<file path="config.mk">
export PLATFORM = sky130hd
export DESIGN_NAME = fp_mult_issue
export DESIGN_NICKNAME = d
export VERILOG_FILES = /design/src/rtl/fp_mult_issue.sv
export SDC_FILE = /design/constraint.sdc
export NUM_CORES = 1
export LEC_CHECK = 0
export ABC_CLOCK_PERIOD_IN_PS = 9200
export BUFFER_PORTS_ARGS = -buffer_cell sky130_fd_sc_hd__buf_2
export CAP_MARGIN = 15
export CELL_PAD_IN_SITES_DETAIL_PLACEMENT = 1
export CELL_PAD_IN_SITES_GLOBAL_PLACEMENT = 2
export CORE_UTILIZATION = 44
export CTS_BUF_LIST = sky130_fd_sc_hd__clkbuf_16
export CTS_CLUSTER_DIAMETER = 150
export CTS_CLUSTER_SIZE = 16
export DETAILED_ROUTE_END_ITERATION = 8
export GPL_ROUTABILITY_DRIVEN = 0
export PLACE_DENSITY = 0.88
export SLEW_MARGIN = 20
export SYNTH_ARGS = -nofsm -noshare
export SYNTH_HDL_FRONTEND = slang
export SYNTH_SLANG_ARGS = --single-unit
</file>
<file path="constraint.sdc">
create_clock -name clk -period 9.2 [get_ports clk]
set_clock_uncertainty 0.15 [all_clocks]
set_input_delay 1.84 -clock clk [delete_from_list [all_inputs] [get_ports clk]]
set_output_delay 1.84 -clock clk [all_outputs]
set_load 0.01 [all_outputs]
</file>
<file path="src/rtl/fp_mult_issue.sv">
`default_nettype none
// +--------------------------------------------------------------------------+
// | fp_mult_issue                                                            |
// | Operand FIFO and issue FSM for an external floating-point multiplier,    |
// | with timeout and a registered result stage. Optional status counters    |
// | are built when FP_MULT_ISSUE_STATUS_EN is defined.                       |
// | Revision: 1.0                                                            |
// +--------------------------------------------------------------------------+
module fp_mult_issue #(
  parameter int Mantissa_Size = 23,
  parameter int Exponent_Size = 8,
  parameter int Depth         = 4,
  parameter int Max_Wait      = 15
) (
  input  logic                                   clk,
  input  logic                                   rst,
  input  logic                                   in_valid,
  output logic                                   in_ready,
  input  logic [Mantissa_Size+Exponent_Size:0]   in_A,
  input  logic [Mantissa_Size+Exponent_Size:0]   in_B,
  output logic                                   mult_load,
  output logic                                   mult_enable,
  output logic [Mantissa_Size+Exponent_Size:0]   mult_A,
  output logic [Mantissa_Size+Exponent_Size:0]   mult_B,
  input  logic                                   mult_done,
  input  logic                                   mult_zero,
  input  logic                                   mult_overflow,
  input  logic                                   mult_underflow,
  input  logic                                   mult_NAN,
  input  logic [Mantissa_Size+Exponent_Size:0]   mult_result,
  output logic                                   out_valid,
  input  logic                                   out_ready,
  output logic [Mantissa_Size+Exponent_Size:0]   out_result,
  output logic [5:0]                             out_flags,
  output logic [7:0]                             stat_ovf,
  output logic [7:0]                             stat_unf,
  output logic [7:0]                             stat_nan
);

  localparam int c_msb    = Mantissa_Size + Exponent_Size;
  localparam int c_ptr_w  = $clog2(Depth);
  localparam int c_wait_w = $clog2(Max_Wait + 1);
  localparam logic [c_ptr_w:0]    c_depth     = (c_ptr_w + 1)'(Depth);
  localparam logic [c_wait_w-1:0] c_wait_last = c_wait_w'(Max_Wait - 1);

  typedef enum logic [1:0] {
    S_IDLE = 2'd0,
    S_LOAD = 2'd1,
    S_EXEC = 2'd2,
    S_CAPT = 2'd3
  } state_t;

  state_t r_state;
  state_t w_next;

  logic [c_msb:0]      r_fifo_a [Depth];
  logic [c_msb:0]      r_fifo_b [Depth];
  logic [c_ptr_w-1:0]  r_wr_ptr;
  logic [c_ptr_w-1:0]  r_rd_ptr;
  logic [c_ptr_w:0]    r_count;
  logic                w_full;
  logic                w_empty;
  logic                w_push;
  logic                w_pop;

  logic [c_msb:0]      r_mult_a;
  logic [c_msb:0]      r_mult_b;
  logic [c_wait_w-1:0] r_wait;
  logic                r_timeout;
  logic                w_timeout_hit;
  logic                w_capture;

  logic                r_out_valid;
  logic [c_msb:0]      r_out_result;
  logic [5:0]          r_out_flags;
  logic [c_msb:0]      w_cap_result;
  logic [5:0]          w_cap_flags;

  // Ready depends only on registered occupancy, so a full FIFO never accepts
  // even in a cycle where the FSM pops.
  assign w_full   = (r_count == c_depth);
  assign w_empty  = (r_count == '0);
  assign in_ready = !w_full;
  assign w_push   = in_valid && !w_full;
  assign w_pop    = (r_state == S_IDLE) && !w_empty;

  always_ff @(posedge clk) begin
    if (w_push) begin
      r_fifo_a[r_wr_ptr] <= in_A;
      r_fifo_b[r_wr_ptr] <= in_B;
    end
  end

  always_ff @(posedge clk or posedge rst) begin
    if (rst) begin
      r_wr_ptr <= '0;
      r_rd_ptr <= '0;
      r_count  <= '0;
    end else begin
      if (w_push) r_wr_ptr <= r_wr_ptr + c_ptr_w'(1);
      if (w_pop)  r_rd_ptr <= r_rd_ptr + c_ptr_w'(1);
      case ({w_push, w_pop})
        2'b10:   r_count <= r_count + (c_ptr_w + 1)'(1);
        2'b01:   r_count <= r_count - (c_ptr_w + 1)'(1);
        default: r_count <= r_count;
      endcase
    end
  end

  always_comb begin
    w_next        = r_state;
    mult_load     = 1'b0;
    mult_enable   = 1'b0;
    w_capture     = 1'b0;
    w_timeout_hit = 1'b0;
    case (r_state)
      S_IDLE: begin
        if (!w_empty) w_next = S_LOAD;
      end
      S_LOAD: begin
        // done may still be high from the previous operation here
        mult_load   = 1'b1;
        mult_enable = 1'b1;
        w_next      = S_EXEC;
      end
      S_EXEC: begin
        mult_enable = 1'b1;
        if (mult_done) begin
          w_next = S_CAPT;
        end else if (r_wait == c_wait_last) begin
          w_next        = S_CAPT;
          w_timeout_hit = 1'b1;
        end
      end
      S_CAPT: begin
        if (!r_out_valid || out_ready) begin
          w_capture = 1'b1;
          w_next    = S_IDLE;
        end
      end
      default: w_next = S_IDLE;
    endcase
  end

  always_ff @(posedge clk or posedge rst) begin
    if (rst) begin
      r_state   <= S_IDLE;
      r_mult_a  <= '0;
      r_mult_b  <= '0;
      r_wait    <= '0;
      r_timeout <= 1'b0;
    end else begin
      r_state <= w_next;
      if (w_pop) begin
        r_mult_a <= r_fifo_a[r_rd_ptr];
        r_mult_b <= r_fifo_b[r_rd_ptr];
      end
      if (r_state == S_LOAD) begin
        r_wait    <= '0;
        r_timeout <= 1'b0;
      end else if (r_state == S_EXEC) begin
        r_wait <= r_wait + c_wait_w'(1);
        if (w_timeout_hit) r_timeout <= 1'b1;
      end
    end
  end

  assign mult_A = r_mult_a;
  assign mult_B = r_mult_b;

  // A timed-out operation reports a zero result; sign follows the forced value.
  assign w_cap_result = r_timeout ? '0 : mult_result;
  assign w_cap_flags  = {r_timeout, mult_NAN, mult_underflow, mult_overflow,
                         mult_zero, w_cap_result[c_msb]};

  always_ff @(posedge clk or posedge rst) begin
    if (rst) begin
      r_out_valid  <= 1'b0;
      r_out_result <= '0;
      r_out_flags  <= '0;
    end else if (w_capture) begin
      r_out_valid  <= 1'b1;
      r_out_result <= w_cap_result;
      r_out_flags  <= w_cap_flags;
    end else if (r_out_valid && out_ready) begin
      r_out_valid <= 1'b0;
    end
  end

  assign out_valid  = r_out_valid;
  assign out_result = r_out_result;
  assign out_flags  = r_out_flags;

`ifdef FP_MULT_ISSUE_STATUS_EN
  logic [7:0] r_stat_ovf;
  logic [7:0] r_stat_unf;
  logic [7:0] r_stat_nan;

  // Saturating event counters, stepped once per captured result.
  always_ff @(posedge clk or posedge rst) begin
    if (rst) begin
      r_stat_ovf <= '0;
      r_stat_unf <= '0;
      r_stat_nan <= '0;
    end else if (w_capture) begin
      if (mult_overflow  && (r_stat_ovf != 8'hFF)) r_stat_ovf <= r_stat_ovf + 8'd1;
      if (mult_underflow && (r_stat_unf != 8'hFF)) r_stat_unf <= r_stat_unf + 8'd1;
      if (mult_NAN       && (r_stat_nan != 8'hFF)) r_stat_nan <= r_stat_nan + 8'd1;
    end
  end

  assign stat_ovf = r_stat_ovf;
  assign stat_unf = r_stat_unf;
  assign stat_nan = r_stat_nan;
`else
  assign stat_ovf = 8'd0;
  assign stat_unf = 8'd0;
  assign stat_nan = 8'd0;
`endif

endmodule
`default_nettype wire

</file>
# Word level (Yosys, flattened, before mapping)
# Memory sizes are Yosys's and may differ from the RTL's. A register that Yosys moved wholly into a read port is not among the register bits.
# Cells that the tools add are included.
# Widths: inputs -> output; s select.
totals:
  wordCells: 65
  ram_bits: 256
  register_bits: 53
  out_inout_bits: 130
  n_memories: 2
  inputBits: 105
classes:
  muxes: 23
  add_sub_neg: 5
  n_eq_ne: 10
  n_reduce_logical: 16
memory_table:
  columns: ["memory", "depth", "width", "read_ports", "rd_clocked_by_memory_dff", "write_ports", "line_no", "text"]
  rows:
  - ["r_fifo_a", 4, 32, 1, 1, 1, "56", "logic [c_msb:0] r_fifo_a [Depth];"]
  - ["r_fifo_b", 4, 32, 1, 1, 1, "57", "logic [c_msb:0] r_fifo_b [Depth];"]
ops:
  columns: ["operator", "n"]
  rows:
  - ["$mux 32", 1]
  - ["$mux 1", 14]
  - ["$mux 2", 4]
  - ["$mux 4", 2]
  - ["$pmux 2 s4", 1]
  - ["$reduce_bool 2->1", 4]
  - ["$eq 2x2->1 const B", 3]
  - ["$pmux 3 s2", 1]
  - ["$add 2x1->2 const B", 2]
  - ["$add 4x1->4 const B", 1]
  - ["$eq 2x1->1 const B", 2]
  - ["$eq 4x4->1 const B", 1]
  - ["$ne 2x2->1 const B", 2]
  - ["$add 3x1->3 const B", 1]
  - ["$eq 3x3->1 const B", 1]
  - ["$logic_and 1x1->1", 3]
  - ["$logic_not 1->1", 3]
  - ["$logic_not 3->1", 1]
  - ["$ne 3x3->1 const B", 1]
  - ["$reduce_and 3->1", 1]
  - ["$sub 3x1->3 const B", 1]
  - ["$logic_not 2->1", 1]
  - ["$reduce_and 2->1", 1]
  - ["$reduce_or 2->1", 1]
  - ["$logic_or 1x1->1", 1]

# Logic depth before layout (Yosys ltp)
logic_depth:
  depth_word: 7
  mapped_depth: 11
  ltp_nobuf: 10

# Worst setup path before layout
# Ideal clock, no wire load.
synth_timing:
  path_kind: "input-to-reg"
  startpoint: "in in_valid"
  endpoint: "mem r_fifo_a[0][0] (netlist name) (enable)"
  required_ns: 8.621
  stages: 1
  arrival_ns: 3.385
  setup_time_ns: 0.429
  n_path_buf: 0
  slack_ns: 5.236
  cell_sequence: "and3_1"
synth_between:
  elab_chain_cells: 3
synth_lines:
  columns: ["element", "line_no", "text"]
  rows:
  - ["start, declared", "17", "input logic in_valid,"]
  - ["$logic_and 1x1->1", "84", "assign w_push = in_valid && !w_full;"]
  - ["$mux 1", "88", "if (w_push) begin"]
  - ["$mux 1 (implied by the code)", "89", "r_fifo_a[r_wr_ptr] <= in_A;"]
  - ["end, declared", "56", null]
# Every way passes these cells.

# Worst setup path after layout
layout_timing:
  startpoint: "reg r_state[0]"
  endpoint: "out mult_enable"
layout_between:
  elab_chain_cells: 3
  word_cells_on_any_way: 4
  cone_classes: "2 x eq/ne; 1 x mux; 1 x reduce/logical"
layout_lines:
  columns: ["element", "line_no", "text"]
  rows:
  - ["start, declared", "53", "state_t r_state;"]
  - ["start signal, assigned", "153", "r_state <= w_next;"]
  - ["$eq 2x1->1 or $eq 2x2->1 (tied branches)", "116", "case (r_state)"]
  - ["$reduce_or 2->1 (no line) *", null, null]
  - ["$mux 1 *", "116", null]
  - ["end, declared", "22", "output logic mult_enable,"]
# Mark *: on every way between the ends. The rest lies on a longest branch, timed or not.

==> impl_metrics.csv <==
group,metric,value,unit
status,run_status,"finished clean",
synth,async_flop_share,31.2,%
clock_network,hold_buffers,0,
global_route,grt_pass1_wl,45600,um
clock_network,number_of_clock_sinks_seen_by_cts,372,
sta,final-setup-viol-count,0,
floorplan,core_region_area,31700,um^2
floorplan,rows,65,
sta,setup_slack,5470,ps
clock_network,clk_root_buffer_cell,"sky130_fd_sc_hd__clkbuf_16",
setup_path,crit_arrival,1740,ps
setup_path,rr_worst_depth,12,
floorplan,initial_utilization,45.0,%
floorplan,io_pins,235,
synth,synth.distinct_cells,36,
synth,post_synth_most_frequent_cells,"sky130_fd_sc_hd__edfxtp_1, sky130_fd_sc_hd__nand2_1, sky130_fd_sc_hd__dfrtp_1",
synth,synth.ff_latch_count,372,
cells_and_area,filler_cell_count,3094,
setup_path,critPathMaxFanout,11,
routing,route.detailed.drc,0,
clock_network,worstSkewPairLatency,560,ps
routing,drt_first_pass_iters,4,
sta,finalCriticalPeriod,3730,ps
sta,slew-limit-headroom,32.6,%
setup_path,reg2reg_setup_slack,5770,ps
routing,number_of_vias_per_cell,5.12,
sta,fin_setup_tns,0,ps
floorplan,floorplan.die_area,33100,um^2
setup_path,max_stage_delay,490,ps
cells_and_area,multi_input_comb_area,3360,um^2
synth,synth_sequential_area_ratio,74.3,%
placement,preCtsSetupSlack,5660,ps
routing,detailroute.via_count,7460,
global_route,grt_start_max_net_pins,67,
global_route,grt_antenna_before_repair,2,
setup_path,end_kind,"primary output",
setup_path,crit_required,7210,ps
setup_path,critical-path-slowest-cell,"sky130_fd_sc_hd__ha_1",
hold_path,worst_hold_path_type,"reg2reg",
synth,ys.warnings.count,0,
sta,rsz_0062_raised_after_global_routing,"no",
routing,drt_iter0_drc,425,
sta,report.final.hold_viol_count,0,
setup_path,timing.critical_path.from_type,"flip-flop",
routing,remaining_antenna_violation_count,0,
global_route,overflow,0,
setup_path,regToRegEndpoint,"r_count[2]",
global_route,grt_pass1_vias,7999,
synth,netlist_instances,826,
setup_path,criticalPathCategory,"reg2out",
sta,min_period_over_period,40.6,%
cells_and_area,post_route_cells_drive_above_1_share,34.0,%
placement,io_buffer_count,210,
synth,post-synth-top-area-cell,"sky130_fd_sc_hd__edfxtp_1",
power_and_ir_drop,ir_drop,0.000175,V
clock_network,cts_max_path_buffers,3,
setup_path,r2r-start,"r_state[0]",
synth,syn-mean-instance-area,17.3,um^2
setup_path,critical_path.cell_chain,"inv_1, ha_1, buf_2",
routing,drt-wirelength-per-cell,20.2,um
setup_path,critPathLaunch,"r_state[0]",
synth,cells_taking_the_most_area_after_synthesis,"sky130_fd_sc_hd__edfxtp_1, sky130_fd_sc_hd__dfrtp_1, sky130_fd_sc_hd__mux4_2, sky130_fd_sc_hd__nand2_1, sky130_fd_sc_hd__mux2_2",
cells_and_area,syn_to_final_growth,15.0,%
sta,max_freq,268,MHz
hold_path,holdPathStages,2,
power_and_ir_drop,p_leak,6.65,nW
global_route,track_usage,18.1,%
synth,synth_edf_count,256,
synth,netlist.area_leader.share,53.9,%
clock_network,clkTransAtPathRegs,70,ps
clock_network,clock_tree.htree_level_count,1,
power_and_ir_drop,powerDensity,330,nW/um^2
clock_network,numCtsBuffers,27,
clock_network,postCtsSetupRepairBufs,0,
cells_and_area,regArea,10600,um^2
floorplan,die_w,182,um
routing,routed_wl,29400,um
synth,synth.most_common_cell,"sky130_fd_sc_hd__edfxtp_1",
clock_network,ctsResizeCount,0,
floorplan,floorplan.die.height,182,um
sta,finalMaxSlewViolations,0,
flow_run,max_cap_violations,0,
setup_path,endpoint,"mult_enable",
placement,detailed_place_hpwl,18700,um
clock_network,tritoncts,"done",
sta,worst_slew_pin_slew,1010,ps
synth,post_synth_instance_area,14300,um^2
cells_and_area,final_nets,1150,
synth,synth_ff_type,"sky130_fd_sc_hd__edfxtp_1",
[worst max-delay path: cells and delay by family (launching register included)]
family / cells / cell delay, ps
flip-flops: 1 / 400
adder cells (fa/ha/maj): 1 / 490
buffers and inverters: 2 / 290
[worst min-delay path by stage]
stage / startpoint / end / slack (ps)
global route: mult_A[10] / mult_A[10] / 340
detailed placement: mult_B[11] / mult_B[11] / 310
finish: mult_A[10] / mult_A[10] / 320
CTS: mult_B[11] / mult_B[11] / 320
floorplan: r_count[2] / r_count[2] / 330
global placement: mult_A[18] / mult_A[18] / 300
[through the flow]
step / total power, mW / instances / hold WS [ps] / instance area [um^2] / util (%)
floorplan: 3.78 / 849 / 329 / 14300 / -
global placement: 4.31 / 1406 / 305 / 15600 / 49.2
detailed placement: 4.40 / 1406 / 307 / 15600 / 49.2
CTS: 5.50 / 1455 / 324 / 16400 / 51.7
global route: 5.74 / 1455 / 344 / 16400 / 51.7
finish: 5.41 / 1456 / 320 / 16400 / 51.7
[power by group]
| part | leakage, nW | internal (mW) | switching (mW) |
|---|---|---|---|
| logic | 2.44 | 0.770 | 0.919 |
| registers | 3.75 | 2.32 | 0.305 |
| clock network | 0.456 | 0.537 | 0.558 |
| total | 6.65 | 3.62 | 1.78 |
[layout by cell type, fill, tap and decap left out, types with 3 or more instances in the layout]
cell,instances
sky130_fd_sc_hd__inv_1,31
sky130_fd_sc_hd__buf_2,210
sky130_fd_sc_hd__nor2b_1,34
sky130_fd_sc_hd__clkbuf_16,27
sky130_fd_sc_hd__mux2_2,38
sky130_fd_sc_hd__nand2_1,196
sky130_fd_sc_hd__conb_1,24
sky130_fd_sc_hd__mux4_2,64
sky130_fd_sc_hd__nor2_1,3
sky130_fd_sc_hd__and3_4,4
sky130_fd_sc_hd__edfxtp_1,256
sky130_fd_sc_hd__dfrtp_1,113
sky130_fd_sc_hd__buf_4,5
sky130_fd_sc_hd__ha_1,11
sky130_fd_sc_hd__xnor2_1,4
[sequential cells by signal (all words and copies together), names as in the netlist]
signal	flops
r_rd_ptr	2
out_flags	6
mult_B	32
r_wr_ptr	2
r_wait	4
out_valid	1
r_fifo_b	128
r_fifo_a	128
r_state	2
r_count	3
out_result	31
r_timeout	1
mult_A	32
[final cells by class]
type	instances	area share, %
Sequential cell	372	64.7
Antenna cell	1	0.0153
Multi-Input combinational cell	404	20.5
Clock inverter	22	0.679
Inverter	13	0.328
Timing Repair Buffer	215	6.64
Clock buffer	27	4.12
Tap cell	402	3.07
[routing by layer]
metal	global-route usage [%]	wire length [um]	up-vias
li1	-	-	3362
met1	24.1	12700	3837
met2	31.4	14700	229
met3	3.13	1570	30
met4	3.09	409	2
met5	0	13	-
[logic make-up (layout without fill, tap and decap cells)]
kind of cell             count (synthesis)  after routing  share of synthesized area, %
flip-flops                             372            372                          74.3
AND/OR/NAND/NOR                        247            247                          7.40
multiplexers                           105            105                          13.3
buffers and inverters                   73            277                          3.03
adder cells (fa/ha/maj)                 12             12                          1.11
AO/OA/AOI/OAI                           10             10                         0.474
XOR/XNOR                                 6              6                         0.369
other                                    1             25                        0.0263
No activity file was read; power rests on OpenSTA's default activity.
